$ cat src/rtl/paa1_serial_ctrl_if.sv
// Operand/result bundle between the operand source, paa1_serial_ctrl and the result consumer.
interface paa1_serial_ctrl_if #(
    parameter int WIDTH = 8
);
    logic             start;
    logic             mode;
    logic [WIDTH-1:0] in0;
    logic [WIDTH-1:0] in1;
    logic             busy;
    logic             done;
    logic [WIDTH-1:0] out;
    logic             cout;

    modport master (output start, mode, in0, in1, input busy, done, out, cout);
    modport slave  (input start, mode, in0, in1, output busy, done, out, cout);
endinterface

$ cat src/rtl/paa1_serial_ctrl.sv
// Sequences the 2-bit PAA1 approximate adder slice across a WIDTH-bit operand pair,
// one slice per cycle, LSB first; mode 1 folds each slice carry into the next slice result.
module paa1_serial_ctrl #(
    parameter int WIDTH = 8
) (
    input  logic               clk,
    input  logic               rst,
    paa1_serial_ctrl_if.slave  bus
);
    localparam int N  = WIDTH / 2;
    localparam int KW = (N > 1) ? $clog2(N) : 1;

    typedef enum logic [1:0] {
        IDLE = 2'd0,
        RUN  = 2'd1,
        DONE = 2'd2
    } state_t;

    state_t           state_q, state_d;
    logic [KW-1:0]    k_q, k_d;
    logic [WIDTH-1:0] a_q, a_d;
    logic [WIDTH-1:0] b_q, b_d;
    logic [WIDTH-1:0] out_q, out_d;
    logic             mode_q, mode_d;
    logic             cp_q, cp_d;
    logic             cout_q, cout_d;
    logic             busy_q, done_q;

    logic [1:0] sa, sb;
    logic       s0, s1, sc;
    logic [2:0] corr;

    // PAA1 slice on the current operand pair; corr is the carry-forward corrected sum.
    always_comb begin
        sa   = a_q[2*k_q +: 2];
        sb   = b_q[2*k_q +: 2];
        s0   = sa[0] ^ sb[0];
        s1   = (sa[1] ^ sb[1]) ^ (sa[0] & sb[0]);
        sc   = (sa[0] & sb[0]) | (sa[1] & sb[1]);
        corr = {1'b0, s1, s0} + {2'b00, cp_q};
    end

    // NOTE: every variable gets its hold value first so no path through the case infers a latch.
    always_comb begin
        state_d = state_q;
        k_d     = k_q;
        a_d     = a_q;
        b_d     = b_q;
        mode_d  = mode_q;
        cp_d    = cp_q;
        out_d   = out_q;
        cout_d  = cout_q;

        case (state_q)
            IDLE, DONE: begin
                if (bus.start) begin
                    state_d = RUN;
                    a_d     = bus.in0;
                    b_d     = bus.in1;
                    mode_d  = bus.mode;
                    k_d     = '0;
                    out_d   = '0;
                    cp_d    = 1'b0;
                    cout_d  = 1'b0;
                end else begin
                    state_d = IDLE;
                end
            end
            RUN: begin
                if (mode_q) begin
                    out_d[2*k_q +: 2] = corr[1:0];
                    cp_d              = sc | corr[2];
                end else begin
                    out_d[2*k_q +: 2] = {s1, s0};
                    cp_d              = sc;
                end
                if (k_q == KW'(N - 1)) begin
                    cout_d  = cp_d;
                    state_d = DONE;
                end else begin
                    k_d = k_q + KW'(1);
                end
            end
            default: state_d = IDLE;
        endcase
    end

    // NOTE: sequential state uses non-blocking assignments so every flop samples pre-edge values.
    always_ff @(posedge clk or posedge rst) begin
        if (rst) begin
            state_q <= IDLE;
            k_q     <= '0;
            a_q     <= '0;
            b_q     <= '0;
            mode_q  <= 1'b0;
            cp_q    <= 1'b0;
            out_q   <= '0;
            cout_q  <= 1'b0;
            busy_q  <= 1'b0;
            done_q  <= 1'b0;
        end else begin
            state_q <= state_d;
            k_q     <= k_d;
            a_q     <= a_d;
            b_q     <= b_d;
            mode_q  <= mode_d;
            cp_q    <= cp_d;
            out_q   <= out_d;
            cout_q  <= cout_d;
            busy_q  <= (state_d == RUN);
            done_q  <= (state_d == DONE);
        end
    end

    assign bus.busy = busy_q;
    assign bus.done = done_q;
    assign bus.out  = out_q;
    assign bus.cout = cout_q;
endmodule

$ cat src/flat_wrapper.sv
// flat-port wrapper written by rule: the top's interface ports become plain ports
module paa1_serial_ctrl_flat 
#(
    parameter int WIDTH = 8
)
  (clk, rst, bus_start, bus_mode, bus_in0, bus_in1, bus_busy, bus_done, bus_out, bus_cout);
  paa1_serial_ctrl_if #(.WIDTH(WIDTH)) bus_i ();
  input  logic clk;
  input  logic rst;
  input wire logic [$bits(bus_i.start)-1:0] bus_start;
  input wire logic [$bits(bus_i.mode)-1:0] bus_mode;
  input wire logic [$bits(bus_i.in0)-1:0] bus_in0;
  input wire logic [$bits(bus_i.in1)-1:0] bus_in1;
  output wire logic [$bits(bus_i.busy)-1:0] bus_busy;
  output wire logic [$bits(bus_i.done)-1:0] bus_done;
  output wire logic [$bits(bus_i.out)-1:0] bus_out;
  output wire logic [$bits(bus_i.cout)-1:0] bus_cout;
  assign bus_i.start = bus_start;
  assign bus_i.mode = bus_mode;
  assign bus_i.in0 = bus_in0;
  assign bus_i.in1 = bus_in1;
  assign bus_busy = bus_i.busy;
  assign bus_done = bus_i.done;
  assign bus_out = bus_i.out;
  assign bus_cout = bus_i.cout;
  paa1_serial_ctrl #(.WIDTH(WIDTH)) u_core (.clk(clk), .rst(rst), .bus(bus_i));
endmodule
$ cat config.mk
export PLATFORM = sky130hd
export DESIGN_NAME = paa1_serial_ctrl_flat
export DESIGN_NICKNAME = d
export VERILOG_FILES = /design/src/rtl/paa1_serial_ctrl_if.sv /design/src/rtl/paa1_serial_ctrl.sv /design/src/flat_wrapper.sv
export SDC_FILE = /design/constraint.sdc
export NUM_CORES = 1
export LEC_CHECK = 0
export ABC_AREA = 1
export BUFFER_PORTS_ARGS = -buffer_cell sky130_fd_sc_hd__buf_2
export CORE_ASPECT_RATIO = 0.6
export CORE_MARGIN = 5
export CORE_UTILIZATION = 39
export DETAILED_ROUTE_END_ITERATION = 16
export GPL_TIMING_DRIVEN = 0
export SETUP_SLACK_MARGIN = 0.05
export SLEW_MARGIN = 20
export SYNTH_ARGS = -nofsm -noshare
export SYNTH_HDL_FRONTEND = slang
export SYNTH_SLANG_ARGS = --single-unit
$ cat constraint.sdc
create_clock -name clk -period 2.3 [get_ports clk]
set_input_delay 0.575 -clock clk [delete_from_list [all_inputs] [get_ports clk]]
set_output_delay 0.575 -clock clk [all_outputs]
set_load 0.05 [all_outputs]
==> metrics.txt <==
Yosys top cell area share between 40% and 50%; Design Area, Final ~2200 um^2; Antenna Nets Post-Route 0; Worst Setup Start Kind flop; FF+latch area between 800 and 900 um^2; mux cell area share after synthesis 0%; Vias between 1500 and 2000; most numerous cell in the Yosys netlist nand2_1; Slew Limit Fails 0; post-synth cell types 21; core area roughly 4100 um^2; CP arrival 2480 ps; final setup fails 0; Initial Util around two fifths; XOR/XNOR share of the synthesized area 0%; H-tree Lvls 2; leak pwr 1.171 nW; Mapped Nets about 230; detailed-route DRC error count 0; port buffer count 30; Root Buffer clkbuf_8; CTS tree built; drt pass-1 iters 4; final net count ~280; Period minus WS final 2274 ps; WL final between 4000 and 5000 um; Placed Area between 1500 and 2000 um^2; ys flop type dfrtp_1; largest family of logic cells by synthesized area simple AND/OR/NAND/NOR gates; Ys Warns 0; EDFF count, synth 0; dpl hpwl around 2900 um; max cap viols 0; number of global-route vias before repair approximately 1400; met3 GRT Util approximately 4.7%; Gate Count Post-Synth 206; sequential-to-total area share from yosys stat around half; initial antenna violation count 0; die area just under 6000 um^2; largest net degree at the start of global routing 34; Synth Area in Adders 5.935%; Post-Syn Area between 1500 and 2000 um^2; Max VDD drop 0.5852 mV; Pwr Density about 1800 nW/um^2; #FFs+latches synth 33; clk slew on worst S/H paths about 60 ps; max_slew headroom 54.68%; initial DRC count approximately 130; I/O pins 31; period utilization 98.88%; Worst Path Max Fanout 6; commonest cells in the netlist 76 x nand2_1, 33 x dfrtp_1, 19 x inv_1; Syn Area/Cell roughly 8.2 um^2; Req. time, crit path around 2500 ps; post-synthesis compound-gate area fraction about a tenth; grt total ovfl 0; area occupied by multi-input gates about 820 um^2; fillers 445; CTS sink count 33; CTS Buffer Depth 2; outcome finished, final reports clean; crit end category flop; worst hold-check path type in -> async; RSZ-0062 raised after global routing yes; Hold Slack between 300 and 400 ps; Top Usage Layer GRT met1; Synth async-reset ratio between 90% and 100%; diode count 0; Peak Freq between 0.4 and 0.5 GHz; ratio of cells with drive above 1 in the final layout 34.90%; setup_tns 0 ps; GP Congestion roughly 0.87; Total GRT Usage approximately 16%; Die Y roughly 61 um; Post-Synth Simple-Gate Area between 20% and 30%; WL per Instance between 10 and 15 um; Layout Skew around 3.7 ps; dominant cell type by area after synthesis dfrtp_1; Clk Latency, worst-skew pair around 280 ps; worst slew pin tran 678.8 ps; critical path class reg -> reg; met2 usage a little over a fifth; ranking of synthesized cells by area dfrtp_1 49%, nand2_1 17%, ha_1 5.9%; row cnt 18; met1 Resource Use GR around a quarter; Num CTS Buffers 5; Hold Fails Final Rpt 0; area growth from synthesis to final layout 29.90%; drt via density ~4.8; Die W 94.90 um; first-pass GRT wire length 6893 um
[power breakdown]
group / internal [W] / total, W / switching [W]
sequential: 0.000830 / 0.00103 / 0.000198
combinational: 0.000936 / 0.00242 / 0.00149
clock: 0.000237 / 0.000437 / 0.000199
[sequential cells by signal, indices dropped and copies added (netlist names)]
register	count
u_core.bus.busy	1
u_core.b_q	8
u_core.mode_q	1
u_core.state_q	2
u_core.cp_q	1
u_core.bus.out	8
u_core.k_q	2
u_core.bus.done	1
u_core.a_q	8
u_core.bus.cout	1
[worst paths after layout]
check                                    end  cells past startpoint           from  slack (ps)
hold / removal                 u_core.a_q[5]                      2            rst         390
setup reg to reg           u_core.bus.out[3]                     14  u_core.k_q[0]          30
setup / recovery           u_core.bus.out[3]                     14  u_core.k_q[0]          30
hold reg to reg                u_core.a_q[4]                      2  u_core.a_q[4]         480
min in group clk               u_core.a_q[4]                      2  u_core.a_q[4]         480
max in group asynchronous      u_core.k_q[1]                      2            rst        1430
[layout by cell type, fill, tap and decap left out, types with 2 or more instances in the layout]
master,n
nor2_2,3
inv_2,7
clkbuf_8,6
nand2_2,3
o21ai_1,9
buf_4,10
ha_1,5
o21ai_0,5
dfrtp_1,31
o22ai_1,3
dfrtp_2,2
nor2_4,2
nand2_4,5
nor2_1,14
inv_1,13
nand4_1,2
buf_2,32
nand3_1,8
o21ai_2,7
a21oi_1,2
buf_6,6
ha_4,2
nand2_1,71
[final cells by class]
class                           count  share of cell area [%]
Multi-Input combinational cell    146                   37.29
Inverter                           21                   3.712
Tap cell                           60                   3.427
Clock buffer                        7                   3.941
Buffer                              6                   2.798
Sequential cell                    33                   37.81
Timing Repair Buffer               42                   11.02
[kinds of logic (layout without fill, tap and decap cells)]
kind of cell	after synthesis	after routing
buffers and inverters	27	76
adder cells (fa/ha/maj)	8	8
flip-flops	33	33
AO/OA/AOI/OAI	29	29
AND/OR/NAND/NOR	109	109
[critical path, stage by stage, from the launching register on]
cell and delay, ps:
dfrtp_2 460, inv_2 80, buf_6 130, buf_6 120
nor2_2 30, o22ai_1 180, ha_2 330, ha_4 170
ha_4 250, inv_2 40, nand2_4 60, nand2_4 60
nor2_4 90, nand2_1 60, o21ai_1 140
[per-layer routing]
layer / wire, um / up-vias / part of all wire (%)
met5: 0 / - / 0
met4: 48 / 0 / 1.1
met3: 315 / 8 / 7.4
met2: 1727 / 46 / 41
met1: 2163 / 703 / 51
li1: - / 754 / -
[stage by stage]
stage / util (%) / power (W) / std cells / worst slack, ps
final: 52.87 / 0.003889 / 315 / 25.80
after global routing: 52.87 / 0.004157 / 315 / -69.66
after CTS: 51.21 / 0.003586 / 311 / 34.41
after detailed placement: 46.14 / 0.002779 / 296 / -184.2
after global placement: 46.14 / 0.002774 / 296 / -161.4
after floorplan: - / 0.002363 / 206 / 144.7
[what timing repair did]
item,4_1_cts,5_1_grt
hold buffers,0,0
buffers inserted,7,4
pin swaps,14,10
gates cloned,1,0
gates resized for setup,27,13
endpoints found under the setup margin,4,7
Power figures use the tool's default switching activity.
